--- config.mk ---
export PLATFORM = sky130hd
export DESIGN_NAME = decode_queue
export DESIGN_NICKNAME = d
export VERILOG_FILES = /design/src/rtl/decode_queue.sv
export SDC_FILE = /design/constraint.sdc
export NUM_CORES = 1
export LEC_CHECK = 0
export ABC_AREA = 1
export ABC_CLOCK_PERIOD_IN_PS = 16400
export BUFFER_PORTS_ARGS = -buffer_cell sky130_fd_sc_hd__buf_2
export CORE_UTILIZATION = 35
export CTS_CLUSTER_SIZE = 16
export DETAILED_ROUTE_END_ITERATION = 7
export HOLD_SLACK_MARGIN = 0.08
export PLACE_DENSITY_LB_ADDON = 0.3
export SYNTH_ARGS = -nofsm -noshare
export SYNTH_HDL_FRONTEND = slang
export SYNTH_SLANG_ARGS = --single-unit
--- constraint.sdc ---
create_clock -name clk -period 16.4 [get_ports clk]
set_clock_uncertainty 0.05 [all_clocks]
set_input_delay 1.64 -clock clk [delete_from_list [all_inputs] [get_ports clk]]
set_output_delay 1.64 -clock clk [all_outputs]
set_load 0.005 [all_outputs]
--- src/rtl/decode_queue.sv ---
// Decode stage: decodes fetched instructions and buffers the bundles in a DEPTH-entry FIFO.
// Optional illegal-opcode flagging is compiled in with `define DECODE_ILLEGAL_CHECK_EN.
module decode_queue #(
  parameter int unsigned DWIDTH = 32,
  parameter int unsigned AWIDTH = 32,
  parameter int unsigned DEPTH  = 2
) (
  input  logic                    clk,
  input  logic                    rst,
  input  logic                    flush_i,
  input  logic                    in_valid_i,
  output logic                    in_ready_o,
  input  logic [DWIDTH-1:0]       insn_i,
  input  logic [AWIDTH-1:0]       pc_i,
  output logic                    out_valid_o,
  input  logic                    out_ready_i,
  output logic [AWIDTH-1:0]       pc_o,
  output logic [DWIDTH-1:0]       insn_o,
  output logic [6:0]              opcode_o,
  output logic [4:0]              rd_o,
  output logic [4:0]              rs1_o,
  output logic [4:0]              rs2_o,
  output logic [2:0]              funct3_o,
  output logic [6:0]              funct7_o,
  output logic [4:0]              shamt_o,
  output logic [DWIDTH-1:0]       imm_o,
  output logic                    illegal_o,
  output logic [$clog2(DEPTH):0]  count_o
);

  localparam int unsigned PW = $clog2(DEPTH);
  localparam int unsigned CW = $clog2(DEPTH) + 1;

  typedef enum logic [6:0] {
    OP_LUI    = 7'b0110111,
    OP_AUIPC  = 7'b0010111,
    OP_JAL    = 7'b1101111,
    OP_JALR   = 7'b1100111,
    OP_BRANCH = 7'b1100011,
    OP_LOAD   = 7'b0000011,
    OP_STORE  = 7'b0100011,
    OP_IMM    = 7'b0010011,
    OP_REG    = 7'b0110011,
    OP_FENCE  = 7'b0001111,
    OP_SYSTEM = 7'b1110011
  } opcode_e;

  logic [PW-1:0] wr_ptr_q, wr_ptr_d;
  logic [PW-1:0] rd_ptr_q, rd_ptr_d;
  logic [CW-1:0] count_q, count_d;

  logic push, pop;

  logic [AWIDTH-1:0] pc_mem   [DEPTH];
  logic [DWIDTH-1:0] insn_mem [DEPTH];
  logic [DWIDTH-1:0] imm_mem  [DEPTH];

  logic [31:0]       imm32;
  logic [DWIDTH-1:0] imm_in;
  logic [DWIDTH-1:0] head_insn;

  assign in_ready_o  = (count_q != CW'(DEPTH));
  assign out_valid_o = (count_q != '0);
  assign count_o     = count_q;

  assign push = in_valid_i && in_ready_o && !flush_i;
  assign pop  = out_valid_o && out_ready_i && !flush_i;

  // Immediate is built as a 32-bit RISC-V value, then sign-extended to DWIDTH.
  always_comb begin
    imm32 = '0;
    case (insn_i[6:0])
      OP_IMM, OP_LOAD, OP_JALR, OP_SYSTEM:
        imm32 = {{20{insn_i[31]}}, insn_i[31:20]};
      OP_STORE:
        imm32 = {{20{insn_i[31]}}, insn_i[31:25], insn_i[11:7]};
      OP_BRANCH:
        imm32 = {{19{insn_i[31]}}, insn_i[31], insn_i[7], insn_i[30:25], insn_i[11:8], 1'b0};
      OP_LUI, OP_AUIPC:
        imm32 = {insn_i[31:12], 12'b0};
      OP_JAL:
        imm32 = {{11{insn_i[31]}}, insn_i[31], insn_i[19:12], insn_i[20], insn_i[30:21], 1'b0};
      default:
        imm32 = '0;
    endcase
    imm_in = DWIDTH'($signed(imm32));
  end

  always_comb begin
    wr_ptr_d = wr_ptr_q;
    rd_ptr_d = rd_ptr_q;
    count_d  = count_q;
    if (flush_i) begin
      wr_ptr_d = '0;
      rd_ptr_d = '0;
      count_d  = '0;
    end else begin
      if (push) wr_ptr_d = wr_ptr_q + PW'(1);
      if (pop)  rd_ptr_d = rd_ptr_q + PW'(1);
      case ({push, pop})
        2'b10:   count_d = count_q + CW'(1);
        2'b01:   count_d = count_q - CW'(1);
        default: count_d = count_q;
      endcase
    end
  end

  always_ff @(posedge clk or posedge rst) begin
    if (rst) begin
      wr_ptr_q <= '0;
      rd_ptr_q <= '0;
      count_q  <= '0;
    end else begin
      wr_ptr_q <= wr_ptr_d;
      rd_ptr_q <= rd_ptr_d;
      count_q  <= count_d;
    end
  end

  // Entry storage carries no reset; out_valid_o gates everything it feeds.
  always_ff @(posedge clk) begin
    if (push) begin
      pc_mem[wr_ptr_q]   <= pc_i;
      insn_mem[wr_ptr_q] <= insn_i;
      imm_mem[wr_ptr_q]  <= imm_in;
    end
  end

`ifdef DECODE_ILLEGAL_CHECK_EN
  logic ill_in;
  logic ill_mem [DEPTH];

  always_comb begin
    ill_in = 1'b1;
    if (insn_i[1:0] == 2'b11) begin
      case (insn_i[6:0])
        OP_REG, OP_IMM, OP_LOAD, OP_STORE, OP_BRANCH, OP_JAL,
        OP_JALR, OP_LUI, OP_AUIPC, OP_FENCE, OP_SYSTEM: ill_in = 1'b0;
        default: ill_in = 1'b1;
      endcase
    end
  end

  always_ff @(posedge clk) begin
    if (push) ill_mem[wr_ptr_q] <= ill_in;
  end

  assign illegal_o = out_valid_o && ill_mem[rd_ptr_q];
`else
  assign illegal_o = 1'b0;
`endif

  assign head_insn = insn_mem[rd_ptr_q];

  always_comb begin
    pc_o     = '0;
    insn_o   = '0;
    imm_o    = '0;
    opcode_o = '0;
    rd_o     = '0;
    rs1_o    = '0;
    rs2_o    = '0;
    funct3_o = '0;
    funct7_o = '0;
    shamt_o  = '0;
    if (out_valid_o) begin
      pc_o     = pc_mem[rd_ptr_q];
      insn_o   = head_insn;
      imm_o    = imm_mem[rd_ptr_q];
      opcode_o = head_insn[6:0];
      rd_o     = head_insn[11:7];
      rs1_o    = head_insn[19:15];
      rs2_o    = head_insn[24:20];
      funct3_o = head_insn[14:12];
      funct7_o = head_insn[31:25];
      shamt_o  = head_insn[24:20];
    end
  end

endmodule

==> results of run 1 <==
-- cell type report --
cell class                      count  area (um2)
Multi-Input combinational cell    408        1774
Timing Repair Buffer              210        1064
Inverter                           19       72.57
Clock inverter                     15       165.2
Tap cell                          285       356.6
Clock buffer                       17       425.4
Fill cell                        2166       12980
Sequential cell                   196        5869
-- cells in the final DEF (no fill, tap or decap), drive strengths merged --
cell	synthesis	layout
bufinv	0	1
clkinv	0	6
nor2	16	16
nand3	36	36
o21bai	1	1
nand2	250	250
inv	19	26
conb	1	1
nor3	1	1
nand4	1	1
dfrtp	4	4
xnor2	1	1
a21oi	98	98
edfxtp	192	192
clkinvlp	0	1
clkbuf	18	17
o21ai	2	2
nand3b	1	1
buf	55	210
-- state kept, by name (all words and copies together), names as in the netlist --
signal,flops
wr_ptr_q,1
insn_mem,64
rd_ptr_q,1
imm_mem,64
count_o,2
pc_mem,64
-- how the worst max path moves through the flow --
stage | startpoint | slack [ps] | cells past startpoint | endpoint
global route | rd_ptr_q | 11700 | 5 | funct7_o[6]
global placement | flush_i | 12310 | 5 | insn_mem[0][28]
floorplan | flush_i | 9910 | 3 | imm_mem[0][0]
finish | rd_ptr_q | 11900 | 5 | insn_o[31]
CTS | rd_ptr_q | 11860 | 5 | insn_o[31]
detailed placement | flush_i | 12260 | 5 | imm_mem[1][28]
-- logic make-up after synthesis --
group | after synthesis | share of synthesized area [%]
AOI/OAI and AO/OA | 101 | 6.234
xor gates and xnor gates | 1 | 0.1075
buffers and inverters | 92 | 6.495
DFF | 196 | 71.98
other | 1 | 0.04602
and+or+nand+nor | 305 | 15.14
-- through the flow --
step / utilization, % / hold WS [ps] / setup WS [ps] / cells / instance area [um2]
2_1_floorplan: - / 471.4 / 9913 / 696 / 8149
3_3_place_gp: 40.23 / 578.1 / 12310 / 1118 / 9136
3_5_place_dp: 40.23 / 588.7 / 12260 / 1118 / 9136
4_1_cts: 42.83 / 599.3 / 11860 / 1150 / 9727
5_1_grt: 42.83 / 636.1 / 11700 / 1150 / 9727
6_report: 42.83 / 593.5 / 11900 / 1150 / 9727
-- layer usage --
layer,up-vias,share of wire (%)
li1,2668,-
met1,2585,48
met2,158,46
met3,22,4.2
met4,4,1.4
met5,-,0.11
-- power by group through the flow --
stage,combinational [mW],clock (mW),sequential (mW)
after global placement,0.440,0,0.623
after detailed placement,0.442,0,0.624
after global routing,0.489,0.445,0.617
final,0.434,0.416,0.613
after CTS,0.444,0.425,0.613
after floorplan,0.281,0,0.622
-- worst min-delay path, stage by stage (launching register included) --
cell and delay [ps]:
dfrtp_1 450, nand3_1 110, nand2_1 50
==> results.md, run 1 <==
- Max cap viols: 0
- Peak VDD IR: 67.02 uV
- Post-synth ARST share: 2.041%
- Flop pwr share: 41.9%
- Clk_lat worst skew: 430 ps
- Sequential share of the synthesized area: 71.98%
- Minimum clock period: 4500 ps
- First-pass GRT wire length: 28,770 um
- Tcrit/Tclk final: 27.44%
- Total design power: 1.463 mW
- Synthesized area: 8149 um2
- Vias in the first global route: 5,099
- Internal Power: 0.9699 mW
- EDFF count, synth: 192
- Share of cells above drive strength 1: 29.60%
- I/O Buffers: 205
- Antenna-violating nets left: 0
- Sw Ratio: 33.71%
- Critical path class: reg -> out
- Clock network fraction of total power: 28.5%
- CP Max Fanout: 57
- GR Util met3: 3.110%
- RSZ-0062 raised after global routing: no
- Sw power: 0.4931 mW
- Crit path DAT: 2810 ps
- Setup repair bufs after CTS: 0
- Worst r2r src: count_o[0]
- Synth cell types: 23
- Num ports: 207
- Setup crit end kind: output pin
- Final-report max-slew violation count: 0
- Die Wd: 154.6 um
- Relative slew slack: 29.85%
- Hold Startpoint: count_o[1]
- CTS Sinks: 196
- # DRC: 0
- Hold path endpoint: count_o[1]
- Delay-heaviest family, CP: buffers and inverters
- CTS H-tree lvls: 4
- 1st-iter DRT viols: 349
- Clk buf depth: 2
- Final setup vio count: 0
- Routed vias: 5,437
- Max Freq: 0.2222 GHz
- Worst path max stage delay: 620 ps
- CP Buf/Inv Count: 3
- CP max stage cell: dfrtp_4
- Die Area: 23,900 um2
- DP Wirelength: 11,860 um
- Synth cell count leaders: nand2_1 (246), edfxtp_1 (192), a21oi_1 (98), buf_4 (39), nand3_1 (34)
- Syn Area/Cell: 11.71 um2
- Crit start category: flop
- CTS tree: yes
- HP Class: reg -> reg
- Final TNS setup: 0 ps
- WL final: 18,660 um
- Chip Height: 154.6 um
- Worst Reg-to-Reg Cells: 5
- Drt first pass iters: 4
- R2R setup slack: 13,580 ps
- Worst-Margin Slew: 1052 ps
- Area delta synth->final: 19.36%
- GRT Total Usage: 16.13%
- FF-to-FF End: imm_mem[1][23]
- Top FF cell, synth: edfxtp_1
- Outcome: completed
- Cells after synthesis: 696
- Hold-fix buffers, CTS: 0
- Final hold vios: 0
- Gate power share: 29.7%
- Final nets: 921
- Clk slew on worst S/H paths: 70 ps
- Core Box Area: 22,710 um2
- Ys Warns: 0
- Antenna violations before repair: 2
- Critical-path cell list: clkinv_2 > buf_4 > nand2_1 > a21oi_1 > buf_2
- #FFs+latches synth: 196
- Total CTS buffers: 17
- PD cells: 150.4 nW/um2
- Leak: 4.080 nW
- Final RePlAce weighted congestion: 0.7292
- Critical Path RT: 14,710 ps
- Row count: 55
- GRT met1 Usage: 22.42%
- Leading post-synthesis cells by cell area: edfxtp_1 (71%), nand2_1 (11%), a21oi_1 (6.0%), buf_4 (3.6%), nand3_1 (2.1%)
- Root Buffer: clkbuf_16
- Leading area contributor after synthesis: edfxtp_1
- # resized after CTS: 0
- GR Overflow Total: 0
- Most frequent cell after synthesis: nand2_1
- Vias per cell: 4.728
- Antenna Cells: 0
- Pin count of the biggest net entering global routing: 76
- Grt peak-use layer: met2
- DR WL/cell: 16.23 um
- Starting Density: 35.88%
- Mapped Nets: 765
- Area share of the largest cell type after synthesis: 70.75%
- M2 GR Usage: 25.40%
- Hold path cells: 2
Power figures use the tool's default switching activity.
==> run 2: changes to the inputs <==
Settings changed: ABC_CLOCK_PERIOD_IN_PS 16400 to 4700.
Clock period 16.4 ns to 4.7 ns, I/O delays scaled along.
==> run 2 against run 1 <==
Cell count is 0.43% higher. Utilization rose by 0.35 points. Clock-buffer cell count grew 1. First-iteration DRC count down 6.0%. Total power grew to 3.6 times the previous value. Setup slack worse by 11000 ps. Worst hold slack got worse by 410 ps. Register-to-register slack got worse by 11000 ps. Critical path depth unchanged. Die area unchanged. Via count rose by 1.2%. Largest power group unchanged.
==> results.md, run 2 (same netlist as run 1, synthesis figures left out) <==
- Outcome: completed
- Share of cells above drive strength 1: 29.77%
- Relative slew slack: 41.81%
- Clk buf depth: 2
- DP Cell Count: 1,122
- Root Buffer: clkbuf_16
- Die Wd: 154.6 um
- Antenna violations before repair: 2
- First-pass GRT wire length: 29,560 um
- Commonest non-fill, non-tap cell in the layout: nand2_1
- R2R setup slack: 2240 ps
- # DRC: 0
- Tcrit/Tclk final: 71.83%
- Layout Utilization: 43.18%
- # resized after CTS: 0
- CTS H-tree lvls: 4
- CTS tree: yes
- Area delta synth->final: 20.33%
- I/O Buffers: 205
- Vias per cell: 4.763
- Sw power: 1.747 mW
- M2 GR Usage: 26.87%
- CP max stage cell: dfrtp_4
- Final RePlAce weighted congestion: 0.7354
- Core Box Area: 22,710 um2
- Crit start category: flop
- Final-report max-slew violation count: 0
- GR Util met3: 4.959%
- Final nets: 926
- Gate power share: 29.7%
- Leak: 4.121 nW
- Commonest non-fill, non-tap cells in the layout: nand2_1 (246), buf_2 (205), edfxtp_1 (192), a21oi_1 (98), nand3_1 (34)
- Final TNS setup: 0 ps
- Final hold vios: 0
- Grt peak-use layer: met2
- Pin count of the biggest net entering global routing: 61
- Antenna-violating nets left: 0
- PD cells: 531.7 nW/um2
- CTS Sinks: 196
- Clock network fraction of total power: 29.0%
- Antenna Cells: 0
- GR Overflow Total: 0
- CP Max Fanout: 48
- Worst-Margin Slew: 872.8 ps
- Fin cells: 1,155
- Worst path max stage delay: 800 ps
- Drt first pass iters: 6
- GRT Total Usage: 16.63%
- Peak VDD IR: 275.2 uV
- DR WL/cell: 16.74 um
- 1st-iter DRT viols: 328
- Final setup vio count: 0
- Critical path class: reg -> out
- Sw Ratio: 33.51%
- WL final: 19,340 um
- Flop pwr share: 41.3%
- Clk_lat worst skew: 430 ps
- Setup crit end kind: output pin
- Crit path DAT: 2860 ps
- Starting Density: 35.88%
- HP Class: in -> reg
- Die Area: 23,900 um2
- Chip Height: 154.6 um
- Minimum clock period: 3376 ps
- Row count: 55
- Total CTS buffers: 17
- Total design power: 5.214 mW
- Critical Path RT: 4180 ps
- RSZ-0062 raised after global routing: no
- DP Wirelength: 12,350 um
- Critical-path cell list: clkinv_2 > buf_4 > nand2_1 > a21oi_1 > buf_2
- Routed vias: 5,501
- Clk slew on worst S/H paths: 70 ps
- Hold-fix buffers, CTS: 1
- Internal Power: 3.467 mW
- Largest regs: imm_mem x64, insn_mem x64, pc_mem x64
- Setup repair bufs after CTS: 0
- Max Freq: 0.2962 GHz
- Max cap viols: 0
- Num ports: 207
- GRT met1 Usage: 21.95%
- Vias in the first global route: 5,235
-- run 2: path summary, 6_finish.rpt --
| path | cells past startpoint | to | startpoint |
|---|---|---|---|
| max in group asynchronous | 3 | rd_ptr_q | rst |
| min in group asynchronous | 3 | count_o[0] | rst |
| max | 5 | imm_o[11] | rd_ptr_q |
| min reg2reg | 2 | wr_ptr_q | wr_ptr_q |
| min | 1 | pc_mem[0][15] | pc_i[15] |
| max reg2reg | 5 | imm_mem[1][26] | count_o[0] |
-- run 2: power groups by stage --
stage                     Clock [mW]  Sequential (mW)  Combinational [mW]
after detailed placement           0             2.20                1.58
after global placement             0             2.19                1.58
after global routing            1.61             2.17                1.74
after floorplan                    0             2.16               0.982
after CTS                       1.55             2.16                1.59
final                           1.51             2.16                1.55
-- run 2: per-layer routing --
layer  vias up  wire length (um)
li1       2678                 -
met1      2599              8942
met2       196              8926
met3        24              1228
met4         4               221
met5         -                21
-- run 2: critical path, delay by kind of cell, from the launching register on --
kind / cells / cell delay (ps)
AOI/OAI and AO/OA: 1 / 110
buffers and inverters: 3 / 1390
DFF: 1 / 800
and+or+nand+nor: 1 / 120
-- run 2: stage by stage --
stage / worst slack (ps) / cell area (um2) / hold WS, ps
finish: 1324 / 9806 / 178.9
global route: 1036 / 9806 / 145.8
CTS: 1201 / 9806 / 155.7
detailed placement: 1672 / 9179 / 338.1
global placement: 1688 / 9179 / 334.4
floorplan: 974.8 / 8154 / 186.1
-- run 2: layout make-up --
cell class | instances | area [um2]
multi-input cells | 408 | 1774
flip-flops and latches | 196 | 5869
repair buffers | 215 | 1116
well taps | 285 | 356.6
inverters | 19 | 72.57
clock inverters | 14 | 187.7
clock buffers | 18 | 429.2
fillers | 2145 | 12900
==> run 3: changes to the inputs <==
Settings changed: ABC_AREA 1 to 0, ABC_CLOCK_PERIOD_IN_PS 4700 to 3300.
Clock period 4.7 ns to 3.3 ns, I/O delays scaled along.
==> run 3 against run 2 <==
Clock-buffer cell count fell by 1. Cell area is 7.9% higher. Combinational power shrank 57%. Synthesized cell count fell by 20%.
==> results.md, run 3 <==
- GRT Total Usage: 15.02%
- Worst r2r src: count_o[0]
- Final nets: 844
- R2R setup slack: 1470 ps
- Root Buffer: clkbuf_16
- Commonest non-fill, non-tap cells in the layout: buf_2 (205), edfxtp_1 (192), nor2_1 (104), mux2i_1 (97), dlygate4sd3_1 (51)
- DP Wirelength: 11,350 um
- Synthesized area: 8293 um2
- Drt first pass iters: 4
- Synth cell count leaders: edfxtp_1 (192), nor2_1 (105), mux2i_1 (97), buf_4 (39), nand2_1 (19)
- Num ports: 207
- GR Overflow Total: 0
- Peak VDD IR: 277.0 uV
- Top FF cell, synth: edfxtp_1
- Final setup vio count: 0
- Sequential share of the synthesized area: 70.73%
- Leading area contributor after synthesis: edfxtp_1
- Max Freq: 0.3847 GHz
- WL final: 18,080 um
- Critical path class: reg -> out
- # DRC: 0
- Clk slew on worst S/H paths: 70 ps
- Crit start category: flop
- Placed cell areas: 9472 um2
- CTS tree: yes
- Area share of the largest cell type after synthesis: 69.52%
- Hold Startpoint: insn_i[25]
- #FFs+latches synth: 196
- Antenna-violating nets left: 0
- Starting Density: 36.19%
- Area delta synth->final: 27.58%
- RSZ-0062 raised after global routing: no
- Crit path DAT: 2220 ps
- Largest regs: imm_mem x64, insn_mem x64, pc_mem x64
- Antenna violations before repair: 0
- CP Max Fanout: 38
- Commonest non-fill, non-tap cell in the layout: buf_2
- Max cap viols: 0
- Delay-heaviest family, CP: flip-flops
- Die Wd: 155.9 um
- Final hold vios: 0
- HP Class: in -> reg
- Critical-path cell list: buf_12 > mux2i_1 > nor2_1 > buf_2
- Setup crit end kind: output pin
- CP max stage cell: dfrtp_4
- Mapped Nets: 627
- Post-synth ARST share: 2.041%
- Worst-Margin Slew: 749.4 ps
- DR WL met2: 8817 um
- I/O Buffers: 205
- Leak: 4.106 nW
- Row count: 55
- CP Buf/Inv Count: 2
- Total CTS buffers: 17
- Core Box Area: 22,920 um2
- Tcrit/Tclk final: 78.78%
- Ys Warns: 0
- Chip Height: 155.9 um
- Share of cells above drive strength 1: 33.88%
- Final-report max-slew violation count: 0
- CTS Sinks: 196
- CP startpoint: rd_ptr_q
- Wl on met1: 8168 um
- Relative slew slack: 50.04%
- Clk_lat worst skew: 420 ps
- Most frequent cell after synthesis: edfxtp_1
- Final Instance Area: 10,580 um2
- Routed vias: 5,040
- Worst path max stage delay: 900 ps
- CTS H-tree lvls: 4
- Minimum clock period: 2600 ps
- Critical Path RT: 2920 ps
- DR WL/cell: 16.43 um
- Leading post-synthesis cells by cell area: edfxtp_1 (70%), mux2i_1 (12%), nor2_1 (4.8%), buf_4 (3.5%), dfrtp_1 (1.2%)
- Routed wl met3: 850 um
- EDFF count, synth: 192
- Setup ws final: 700.2 ps
- Pin count of the biggest net entering global routing: 98
- First-pass GRT wire length: 27,380 um
- 1st-iter DRT viols: 301
- Synth cell types: 41
- PD cells: 531.1 nW/um2
- Antenna Cells: 0
- Die Area: 24,310 um2
- Outcome: completed
- Syn Area/Cell: 14.86 um2
- Top layer in use: met4
- Clk buf depth: 2
- Dpl ws: 1070 ps
- Cells after synthesis: 558
- Vias in the first global route: 4,928
- Final RePlAce weighted congestion: 0.7621
- Vias per cell: 4.578
==> run 3: cell count changes in the layout (fill, tap and decap cells not counted), moves of 32 or more <==
cell,change
nand3_1,-32
a21oi_1,-95
mux2i_1,+97
dlygate4sd3_1,+50
nand2_1,-228
nor2_1,+92
==> run 3: final timing paths <==
check	cells past startpoint	to
setup / recovery	4	funct7_o[6]
hold / removal	1	insn_mem[0][25]
setup reg to reg	4	pc_mem[1][2]
hold reg to reg	2	wr_ptr_q
max in group asynchronous	3	rd_ptr_q
min in group asynchronous	3	count_o[1]
==> run 3: area by class of cell <==
type	instances	area, um2
clock buffers	17	425.4
inverters	4	15.01
well taps	313	391.6
clock inverters	15	172.7
multi-input cells	292	2034
repair buffers	264	1672
flip-flops and latches	196	5869
fillers	2060	12340
==> run 3: logic make-up after synthesis <==
group                  after synthesis  synth area share (%)
AND/OR/NAND/NOR                    151                 8.162
other                                1               0.04522
AO/OA/AOI/OAI                       40                 3.757
buffers and inverters               70                 5.281
XOR/XNOR                             3                0.3169
multiplexers                        97                 11.71
flip-flops                         196                 70.73
==> run 3: routing by layer <==
metal / GRT usage, % / vias up
met5: 0 / -
met4: 5.135 / 0
met3: 3.556 / 14
met2: 24.34 / 138
met1: 19.72 / 2454
li1: - / 2434
==> run 3: timing repair <==
item / CTS / global route
setup endpoints to repair: 0 / 0
buffers inserted: 0 / 0
hold buffers: 51 / 0
endpoints found under the hold margin: 104 / 0
resized for setup: 0 / 0
==> run 3: report_power, final <==
group	internal [mW]	switching [mW]	total (mW)
Clock	1.14	0.931	2.07
Sequential	2.84	0.0473	2.88
Combinational	0.303	0.364	0.667
==> run 3: metrics by stage <==
step	std cells	util, %	power [mW]	hold WS, ps	setup TNS (ps)
final	1101	46.17	5.620	103.3	0
after global placement	1018	41.33	3.563	169.7	0
after floorplan	558	-	3.311	46.08	-41970
after global routing	1101	46.17	5.858	86.56	0
after CTS	1101	46.17	5.694	83.28	0
after detailed placement	1018	41.33	3.571	174.5	0
